===== config.mk =====
export PLATFORM = sky130hd
export DESIGN_NAME = axi_burst_reader
export DESIGN_NICKNAME = d
export VERILOG_FILES = /design/src/rtl/axi_burst_reader.sv
export SDC_FILE = /design/constraint.sdc
export NUM_CORES = 1
export LEC_CHECK = 0
export ABC_AREA = 1
export CAP_MARGIN = 10
export CORE_MARGIN = 5
export CORE_UTILIZATION = 47
export CTS_CLUSTER_SIZE = 10
export DETAILED_ROUTE_END_ITERATION = 10
export MAX_ROUTING_LAYER = met4
export PLACE_DENSITY = 0.8
export RECOVER_POWER = 50
export SYNTH_ARGS = -nofsm -noshare
export SYNTH_HDL_FRONTEND = slang
export SYNTH_SLANG_ARGS = --single-unit

===== constraint.sdc =====
create_clock -name ACLK -period 1.6 [get_ports ACLK]
set_input_delay 0.48 -clock ACLK [delete_from_list [all_inputs] [get_ports ACLK]]
set_output_delay 0.48 -clock ACLK [all_outputs]
set_load 0.01 [all_outputs]

===== src/rtl/axi_burst_reader.sv =====
// AXI4 read master: one request -> one INCR burst on AR, R beats streamed out through a 2-entry skid buffer.
// Optional AXI_BURST_READER_LEN_CHECK_EN: checks RLAST against the granted beat count.
module axi_burst_reader #(
  parameter int ADDR_W  = 32,
  parameter int DATA_W  = 64,
  parameter int MAX_LEN = 16
) (
  input  logic              ACLK,
  input  logic              ARESETn,
  input  logic              req_valid,
  output logic              req_ready,
  input  logic [ADDR_W-1:0] req_addr,
  input  logic [7:0]        req_len,
  output logic              rsp_valid,
  input  logic              rsp_ready,
  output logic [DATA_W-1:0] rsp_data,
  output logic              rsp_last,
  output logic              rsp_err,
  output logic              ARVALID,
  input  logic              ARREADY,
  output logic [ADDR_W-1:0] ARADDR,
  output logic [7:0]        ARLEN,
  output logic [2:0]        ARSIZE,
  output logic [1:0]        ARBURST,
  input  logic              RVALID,
  output logic              RREADY,
  input  logic [DATA_W-1:0] RDATA,
  input  logic [1:0]        RRESP,
  input  logic              RLAST
);
  localparam int                SZ      = $clog2(DATA_W / 8);
  localparam logic [ADDR_W-1:0] ALIGN   = ~ADDR_W'((1 << SZ) - 1);
  localparam logic [7:0]        LEN_MAX = 8'(MAX_LEN - 1);

  typedef enum logic [1:0] {IDLE, ADDR, DATA} state_t;

  state_t              r_state;
  logic                r_req_ready, r_arvalid, r_rready;
  logic [ADDR_W-1:0]   r_araddr;
  logic [7:0]          r_len;
  logic [DATA_W-1:0]   r_bdata [2];
  logic [1:0]          r_blast, r_berr;
  logic                r_wptr, r_rptr;
  logic [1:0]          r_cnt;

  logic w_rbeat, w_push, w_pop, w_plast, w_perr, w_done, w_drop_nxt;
  logic [1:0] w_cnt_nxt;
  logic w_unused;

  assign w_unused = RRESP[0];
  assign w_rbeat  = RVALID && r_rready;
  assign w_pop    = (r_cnt != 2'd0) && rsp_ready;
  assign w_done   = w_rbeat && RLAST;

`ifdef AXI_BURST_READER_LEN_CHECK_EN
  logic [7:0] r_beat;
  logic       r_drop;
  logic       w_lenend;
  assign w_lenend   = (r_beat == r_len);
  // After a missing RLAST the tail is swallowed until the slave finally signals it.
  assign w_push     = w_rbeat && !r_drop;
  assign w_plast    = RLAST | w_lenend;
  assign w_perr     = RRESP[1] | (RLAST ^ w_lenend);
  assign w_drop_nxt = r_drop | (w_rbeat && w_lenend && !RLAST);
`else
  assign w_push     = w_rbeat;
  assign w_plast    = RLAST;
  assign w_perr     = RRESP[1];
  assign w_drop_nxt = 1'b0;
`endif

  assign w_cnt_nxt = r_cnt + {1'b0, w_push} - {1'b0, w_pop};

  always_ff @(posedge ACLK or negedge ARESETn) begin
    if (!ARESETn) begin
      r_state     <= IDLE;
      r_req_ready <= 1'b0;
      r_arvalid   <= 1'b0;
      r_rready    <= 1'b0;
      r_araddr    <= '0;
      r_len       <= '0;
`ifdef AXI_BURST_READER_LEN_CHECK_EN
      r_beat      <= '0;
      r_drop      <= 1'b0;
`endif
    end else begin
      case (r_state)
        IDLE: begin
          r_req_ready <= 1'b1;
          if (req_valid && r_req_ready) begin
            r_araddr    <= req_addr & ALIGN;
            r_len       <= (req_len > LEN_MAX) ? LEN_MAX : req_len;
            r_req_ready <= 1'b0;
            r_arvalid   <= 1'b1;
            r_state     <= ADDR;
          end
        end
        ADDR: begin
          if (ARREADY) begin
            r_arvalid <= 1'b0;
            // The buffer may still hold beats from the previous burst.
            r_rready  <= (w_cnt_nxt != 2'd2);
            r_state   <= DATA;
`ifdef AXI_BURST_READER_LEN_CHECK_EN
            r_beat    <= '0;
            r_drop    <= 1'b0;
`endif
          end
        end
        DATA: begin
`ifdef AXI_BURST_READER_LEN_CHECK_EN
          if (w_rbeat) r_beat <= r_beat + 8'd1;
          r_drop <= w_drop_nxt;
`endif
          if (w_done) begin
            r_rready    <= 1'b0;
            r_req_ready <= 1'b1;
            r_state     <= IDLE;
`ifdef AXI_BURST_READER_LEN_CHECK_EN
            r_drop      <= 1'b0;
`endif
          end else begin
            r_rready <= w_drop_nxt || (w_cnt_nxt != 2'd2);
          end
        end
        default: r_state <= IDLE;
      endcase
    end
  end

  always_ff @(posedge ACLK or negedge ARESETn) begin
    if (!ARESETn) begin
      r_bdata[0] <= '0;
      r_bdata[1] <= '0;
      r_blast    <= '0;
      r_berr     <= '0;
      r_wptr     <= 1'b0;
      r_rptr     <= 1'b0;
      r_cnt      <= '0;
    end else begin
      if (w_push) begin
        r_bdata[r_wptr] <= RDATA;
        r_blast[r_wptr] <= w_plast;
        r_berr[r_wptr]  <= w_perr;
        r_wptr          <= ~r_wptr;
      end
      if (w_pop) r_rptr <= ~r_rptr;
      r_cnt <= w_cnt_nxt;
    end
  end

  assign req_ready = r_req_ready;
  assign ARVALID   = r_arvalid;
  assign ARADDR    = r_araddr;
  assign ARLEN     = r_len;
  assign ARSIZE    = 3'(SZ);
  assign ARBURST   = 2'b01;
  assign RREADY    = r_rready;
  assign rsp_valid = (r_cnt != 2'd0);
  assign rsp_data  = r_bdata[r_rptr];
  assign rsp_last  = r_blast[r_rptr];
  assign rsp_err   = r_berr[r_rptr];
endmodule


==> summary.txt, run 1 <==
layout cell share with drive strength beyond 1 - 0.192
RSZ-0062 raised after global routing - yes
Inst Count DP - 1336
met3 wire length - 1.93 mm
Pleak - 5.77 nW
starting density of the core - 0.479
fin util - 0.688
area of the die - 0.0189 mm²
crit path DAT - 1.53 ns
Post-Route M1 WL - 8.56 mm
nets - 1268
GRT Overall Usage - 0.235
ranking of synthesized cells by area - dfrtp_1, nand2_1, o21ai_0, inv_1, o21ai_1
commonest non-fill, non-tap cells in the layout - nand2_1, dfrtp_1, clkdlybuf4s50_1
die width - 137 µm
RePlAce Congestion - 0.777
setup_tns - -21.91 ns
vias per cell - 4.87
footprint of the multi-input gates - 0.00275 mm²
top-area cell type share of the netlist area - 0.583
Tmin final - 2.01 ns
Final Slew Violations - 0
critical path cell sequence - clkinv_4, buf_8, buf_8, buf_12, nand2_1, nand2_1, buf_2
IO buf count - 215
DRT iter0 DRCs - 502
Num CTS Buffers - 17
vias in the first global route - 6687
HPWL after detailed placement - 13.9 mm
WHS - 0.464 ns
max layer used - met4
Core Area - 0.0159 mm²
power density cells - 2020 mW/mm²
Max Clk Rate - 498 MHz
grt ovf - 0
Ys Warns - 0
Layout Cells excl Fill - 1385
Seq. cell area - 0.00446 mm²
1st-pass router iterations - 6
violated checks - setup timing
Final setup viols - 69
first-pass GRT wire length - 33.4 mm
drt drc - 0
Crit-path slowest cell - dfrtp_2
Crit Path Category - reg -> out
Least-Margin Pin Slew - 1.02 ns
Row Count - 46
kind of end point of the critical path - output port
Die Y - 137 µm
Max-slew headroom - 0.319
Clock transition at path regs - 0.06 ns
CP bufs+invs - 5
crit share post-route - 1.25
Area growth syn-to-layout - 43.6%
cell taking the most area after synthesis - dfrtp_1
Peak VDD IR - 0.000935 V
final hold violation count - 0
root buffer cell - clkbuf_16
power consumption - 22.2 mW
synth unique cells - 22
CP max FO - 6
Setup Skew - 0.00764 ns
initial antenna violation count - 2
setup ws final - -0.406 ns
IO Pins - 228
status - finished with violations
post-route ant nets - 0
post-synthesis sequential area ratio - 0.583
Detailed Route WL - 21.2 mm
largest net degree at the start of global routing - 59
# fillers - 1266
syn_area_per_cell - 8.25 µm²
post-synthesis cell count - 926
DR WL/cell - 15.3 µm
clk_lat worst skew - 0.42 ns
routed wl met2 - 10.2 mm
maxcap violations - 0
CP top delay family - buffers and inverters
DR vias - 6740
CP Launch Type - flip-flop
Clock Path Buffers - 2
most common cell after layout, fill and taps aside - nand2_1
#FFs+latches synth - 178
Hold Path Class - reg -> reg
CTS tree - yes
cell area after synthesis - 0.00764 mm²
CP required - 1.12 ns
H-tree depth - 4
max incr delay on CP - 0.41 ns
Sinks on Clock Net - 178
## flip-flops by register name, summed over array words and instances, names as in the netlist
name and count:
ARLEN 8, ARADDR 29, r_berr 2, r_bdata 128, r_wptr 1, r_blast 2
req_ready 1, r_cnt 2, ARVALID 1, r_rptr 1, RREADY 1, r_state 2
## layout make-up
class                   instances  share of cell area
repair buffers                262               0.238
diodes                          2            0.000456
well taps                     216              0.0246
flip-flops and latches        178               0.406
multi-input cells             613               0.251
clock buffers                  23              0.0408
clock inverters                 9             0.00992
inverters                      82              0.0285
## synth_stat cells
| library cell | number |
|---|---|
| or2_1 | 1 |
| dfrtp_1 | 178 |
| conb_1 | 2 |
| nor3_1 | 1 |
| clkbuf_1 | 20 |
| nand2_1 | 444 |
| nand3_1 | 4 |
| clkbuf_2 | 1 |
| o21ai_0 | 78 |
| buf_4 | 11 |
| buf_2 | 18 |
| o211ai_1 | 1 |
| nand2_2 | 2 |
| o21ai_2 | 10 |
| and2_1 | 1 |
| o21ai_1 | 51 |
| nor2_1 | 10 |
| ha_1 | 1 |
| inv_2 | 1 |
| buf_6 | 9 |
| inv_1 | 81 |
| xor2_1 | 1 |
## path summary, 6_finish.rpt
check / startpoint / end / slack (ns) / cells past startpoint
min reg2reg: ARADDR[6]$_DFFE_PN0P_ / ARADDR[6]$_DFFE_PN0P_ / 0.46 / 2
max reg2reg: r_cnt[1]$_DFF_PN0_ / RREADY$_DFFE_PN0P_ / -0.04 / 13
min in group asynchronous: ARESETn / r_bdata[19]$_DFFE_PN0P_ / 0.78 / 2
max: r_rptr$_DFFE_PN0P_ / rsp_data[3] / -0.41 / 7
max in group asynchronous: ARESETn / r_bdata[9]$_DFFE_PN0P_ / 0.05 / 3
min: ARADDR[6]$_DFFE_PN0P_ / ARADDR[6]$_DFFE_PN0P_ / 0.46 / 2
## cells by family after synthesis
kind of cell	count (synthesis)	share of synthesized area
simple gates	463	0.230
other cells	2	0.000983
buf+inv	141	0.0866
fa+ha+maj	1	0.00164
compound gates	140	0.0970
xor+xnor	1	0.00115
flops	178	0.583
## metal layers
layer	track usage	vias to the layer above
met5	-	-
met4	0.0820	0
met3	0.0767	32
met2	0.374	256
met1	0.282	3173
li1	-	3279
## worst register-to-register path: cells and delay by family, from the launching register on
family | cells | cell delay, ns
adders and majority gates | 1 | 0.17
and+or+nand+nor | 9 | 0.58
AOI/OAI and AO/OA | 1 | 0.18
DFF | 1 | 0.35
buffers and inverters | 2 | 0.24
## metrics by stage
stage	setup slack, ns	area [µm²]
after global placement	-0.404	10200
after global routing	-0.467	11000
after CTS	-0.433	10900
after detailed placement	-0.426	10200
after floorplan	0.0215	7660
final	-0.406	11000
## what timing repair did
item / in CTS / in global routing
hold buffers: 1 / 0
setup endpoints to repair: 107 / 92
endpoints found under the hold margin: 29 / 0
pin swaps: 22 / 13
gates cloned: 7 / 0
gates resized for setup: 410 / 62
setup buffers: 10 / 1
## power breakdown
group | switching [mW] | total, mW | leakage, nW | internal (mW)
logic | 5.53 | 10.3 | 3.29 | 4.81
registers | 1.29 | 7.86 | 2.22 | 6.57
clock network | 1.69 | 3.99 | 0.257 | 2.30
Note: power is estimated with default switching activity, not from simulation.
==> inputs of run 2 (changes only) <==
- ABC_AREA: 1 -> unset
==> summary.txt, run 2 <==
clk_lat worst skew - 0.42 ns (about the same)
count leader, synth - mux2_2
first-pass GRT wire length - 28.4 mm (-15%)
area of the die - 0.0188 mm² (-0.56%)
grt met2 use - 0.336 (-0.0385)
Max-slew headroom - 0.330 (+0.0108)
top-area cell type share of the netlist area - 0.587 (+0.00355)
cell area after synthesis - 0.00759 mm² (-0.61%)
syn_area_per_cell - 15.8 µm² (+91%)
crit path DAT - 1.69 ns (+0.16 ns)
Clock transition at path regs - 0.06 ns (about the same)
grt ovf - 0 (unchanged)
Sinks on Clock Net - 178 (unchanged)
Peak VDD IR - 0.00136 V (+46%)
Crit-path slowest cell - dfrtp_2
setup ws final - -0.571 ns (-0.165 ns)
Pleak - 4.92 nW (-15%)
status - finished with violations
CP max FO - 8 (+2)
Crit Path Category - reg -> out
max reg flops - 128 (unchanged)
#FFs+latches synth - 178 (unchanged)
reg-to-reg setup timing slack - 0 ns (+0.04 ns)
H-tree depth - 4 (unchanged)
Hold Path Class - reg -> reg
EDFF count, synth - 0 (unchanged)
simple-gate share of the synthesized area - 0.0173 (-0.212)
Num CTS Buffers - 17 (unchanged)
crit share post-route - 1.36 (+0.103)
mux cell area share after synthesis - 0.352 (+0.352)
power consumption - 23.5 mW (+5.9%)
Adder-Cell Fraction of Synth Area - 0.00165 (+0.00000998)
synth unique cells - 35 (+59%)
Least-Margin Pin Slew - 1.00 ns (-0.0161 ns)
max incr delay on CP - 0.39 ns (-0.02 ns)
RePlAce Congestion - 0.768 (-1.3%)
DR WL/cell - 19.4 µm (+27%)
post-route ant nets - 0 (unchanged)
initial antenna violation count - 0 (-2)
compound-gate portion of the synthesized area - 0.0101 (-0.0869)
largest family of logic cells by synthesized area - multiplexers
Setup Skew - 0.0117 ns (+0.00406 ns)
Layout Cells excl Fill - 956 (-31%)
DR vias - 4806 (-29%)
Ant. Diodes - 0 (-2)
routing usage on met1 - 0.229 (-0.0534)
cell taking the most area after synthesis - dfrtp_1
RSZ-0062 raised after global routing - yes
final hold violation count - 0 (unchanged)
critical path cell sequence - buf_12, buf_6, clkbuf_16, mux2_2, buf_2
post-synthesis cell count - 481 (-48%)
Core Area - 0.0159 mm² (-0.36%)
Reg with most FFs - r_bdata
Ys Warns - 0 (unchanged)
Top FF cell, synth - dfrtp_1
commonest non-fill, non-tap cells in the layout - mux2_2, dfrtp_1, clkdlybuf4s50_1
maxcap violations - 0 (unchanged)
Clock Path Buffers - 2 (unchanged)
CP required - 1.12 ns (about the same)
power density cells - 2150 mW/mm² (+6.0%)
Area growth syn-to-layout - 44.2%
GRT Max-Usage Layer - met2
Die Y - 137 µm (-0.28%)
DRT iter0 DRCs - 146 (-71%)
Detailed Route WL - 18.5 mm (-13%)
IO Pins - 228 (unchanged)
largest net degree at the start of global routing - 35 (-41%)
GRT Overall Usage - 0.202 (-0.0330)
drt drc - 0 (unchanged)
post-synthesis sequential area ratio - 0.587 (+0.00355)
Max Clk Rate - 461 MHz (-7.6%)
CP Launch Type - flip-flop
nets - 841 (-34%)
CTS tree - yes
Post-synth top cells - mux2_2, dfrtp_1, mux2_4
ranking of synthesized cells by area - dfrtp_1, mux2_2, mux2_4, buf_2, buf_4
vias in the first global route - 5494 (-18%)
R2R cell count - 3 (-10)
die width - 137 µm (-0.28%)
hold depth - 1 (-1)
kind of end point of the critical path - output port
xor/xnor share of the synthesized area - 0.00346 (+0.00231)
root buffer cell - clkbuf_16
IO buf count - 215 (unchanged)
vias per cell - 5.03 (+3.3%)
HPWL after detailed placement - 12.9 mm (-7.1%)
most common cell after layout, fill and taps aside - mux2_2
Tmin final - 2.17 ns (+0.165 ns)
Final Slew Violations - 0 (unchanged)
Async SR Flop Fraction - 1.00 (unchanged)
layout cell share with drive strength beyond 1 - 0.491 (+0.299)
1st-pass router iterations - 4 (-2)
Final setup viols - 100 (+45%)
Inst Count DP - 911 (-32%)
starting density of the core - 0.478 (-0.00118)
grt met3 use - 0.0890 (+0.0123)
violated checks - setup timing
Row Count - 46 (unchanged)
run 2: changes by cell type after synthesis, moves of 4 or more:
cell,previous run,this run
clkbuf_1,20,4
nand2_1,444,5
o22a_1,0,4
buf_2,18,14
mux2_4,0,29
mux2_2,0,198
o21ai_1,51,0
nor2_1,10,2
o21ai_0,78,1
inv_1,81,1
buf_6,9,4
nor2b_1,0,5
o21ai_2,10,0
run 2: path summary, 6_finish.rpt:
check                                  startpoint                       to
setup / recovery               r_rptr$_DFFE_PN0P_             rsp_data[36]
hold / removal                ARVALID$_DFFE_PN0P_      ARVALID$_DFFE_PN0P_
setup reg to reg           r_state[1]$_DFFE_PN0P_   ARADDR[18]$_DFFE_PN0P_
hold reg to reg               ARVALID$_DFFE_PN0P_      ARVALID$_DFFE_PN0P_
max in group asynchronous                 ARESETn       r_cnt[1]$_DFF_PN0_
min in group asynchronous                 ARESETn  r_bdata[62]$_DFFE_PN0P_
run 2: repair_timing:
action / 4_1_cts / 5_1_grt
cloned: 1 / 5
gates resized for setup: 234 / 135
hold buffers: 1 / 0
setup buffers: 2 / 5
pin swaps: 1 / 3
endpoints found under the hold margin: 26 / 0
setup endpoints to repair: 174 / 101
run 2: layer usage:
metal | wire length, µm | part of all wire
met4 | 145 | 0.0078
met2 | 9320 | 0.50
met3 | 1650 | 0.089
met5 | 0 | 0
met1 | 7390 | 0.40
run 2: cell type report:
cell class / count / area (µm²)
Fill cell: 1118 / 4930
Sequential cell: 178 / 4460
Multi-Input combinational cell: 274 / 3000
Timing Repair Buffer: 255 / 2600
Clock buffer: 20 / 467
Tap cell: 216 / 270
Clock inverter: 12 / 155
Inverter: 1 / 3.75
run 2: kinds of logic after synthesis:
logic type      count (synthesis)
buf+inv                        35
xor+xnor                        3
mux                           228
flops                         178
other cells                     2
simple gates                   24
compound gates                 10
fa+ha+maj                       1
run 2: stage by stage:
stage	worst slack (ns)	utilization	TNS [ns]	area [µm²]	hold slack, ns
final	-0.571	0.690	-34.54	11000	0.483
after CTS	-0.654	0.678	-36.62	10800	0.481
after floorplan	-0.0447	-	-1.34	7620	0.184
after global routing	-0.629	0.690	-49.67	11000	0.517
after global placement	-0.485	0.644	-85.65	10200	0.408
after detailed placement	-0.505	0.644	-87.09	10200	0.406
run 2: worst max-delay path: cells and delay by family, from the launching register on:
family,cells,cell delay (ns)
buffers and inverters,4,0.56
flip-flops,1,0.39
multiplexers,1,0.32
run 2: power breakdown:
group / switching (mW) / internal, mW / total [mW] / leakage, nW
combinational: 4.36 / 6.92 / 11.3 / 2.52
clock: 1.71 / 2.59 / 4.30 / 0.302
sequential: 1.18 / 6.74 / 7.92 / 2.10
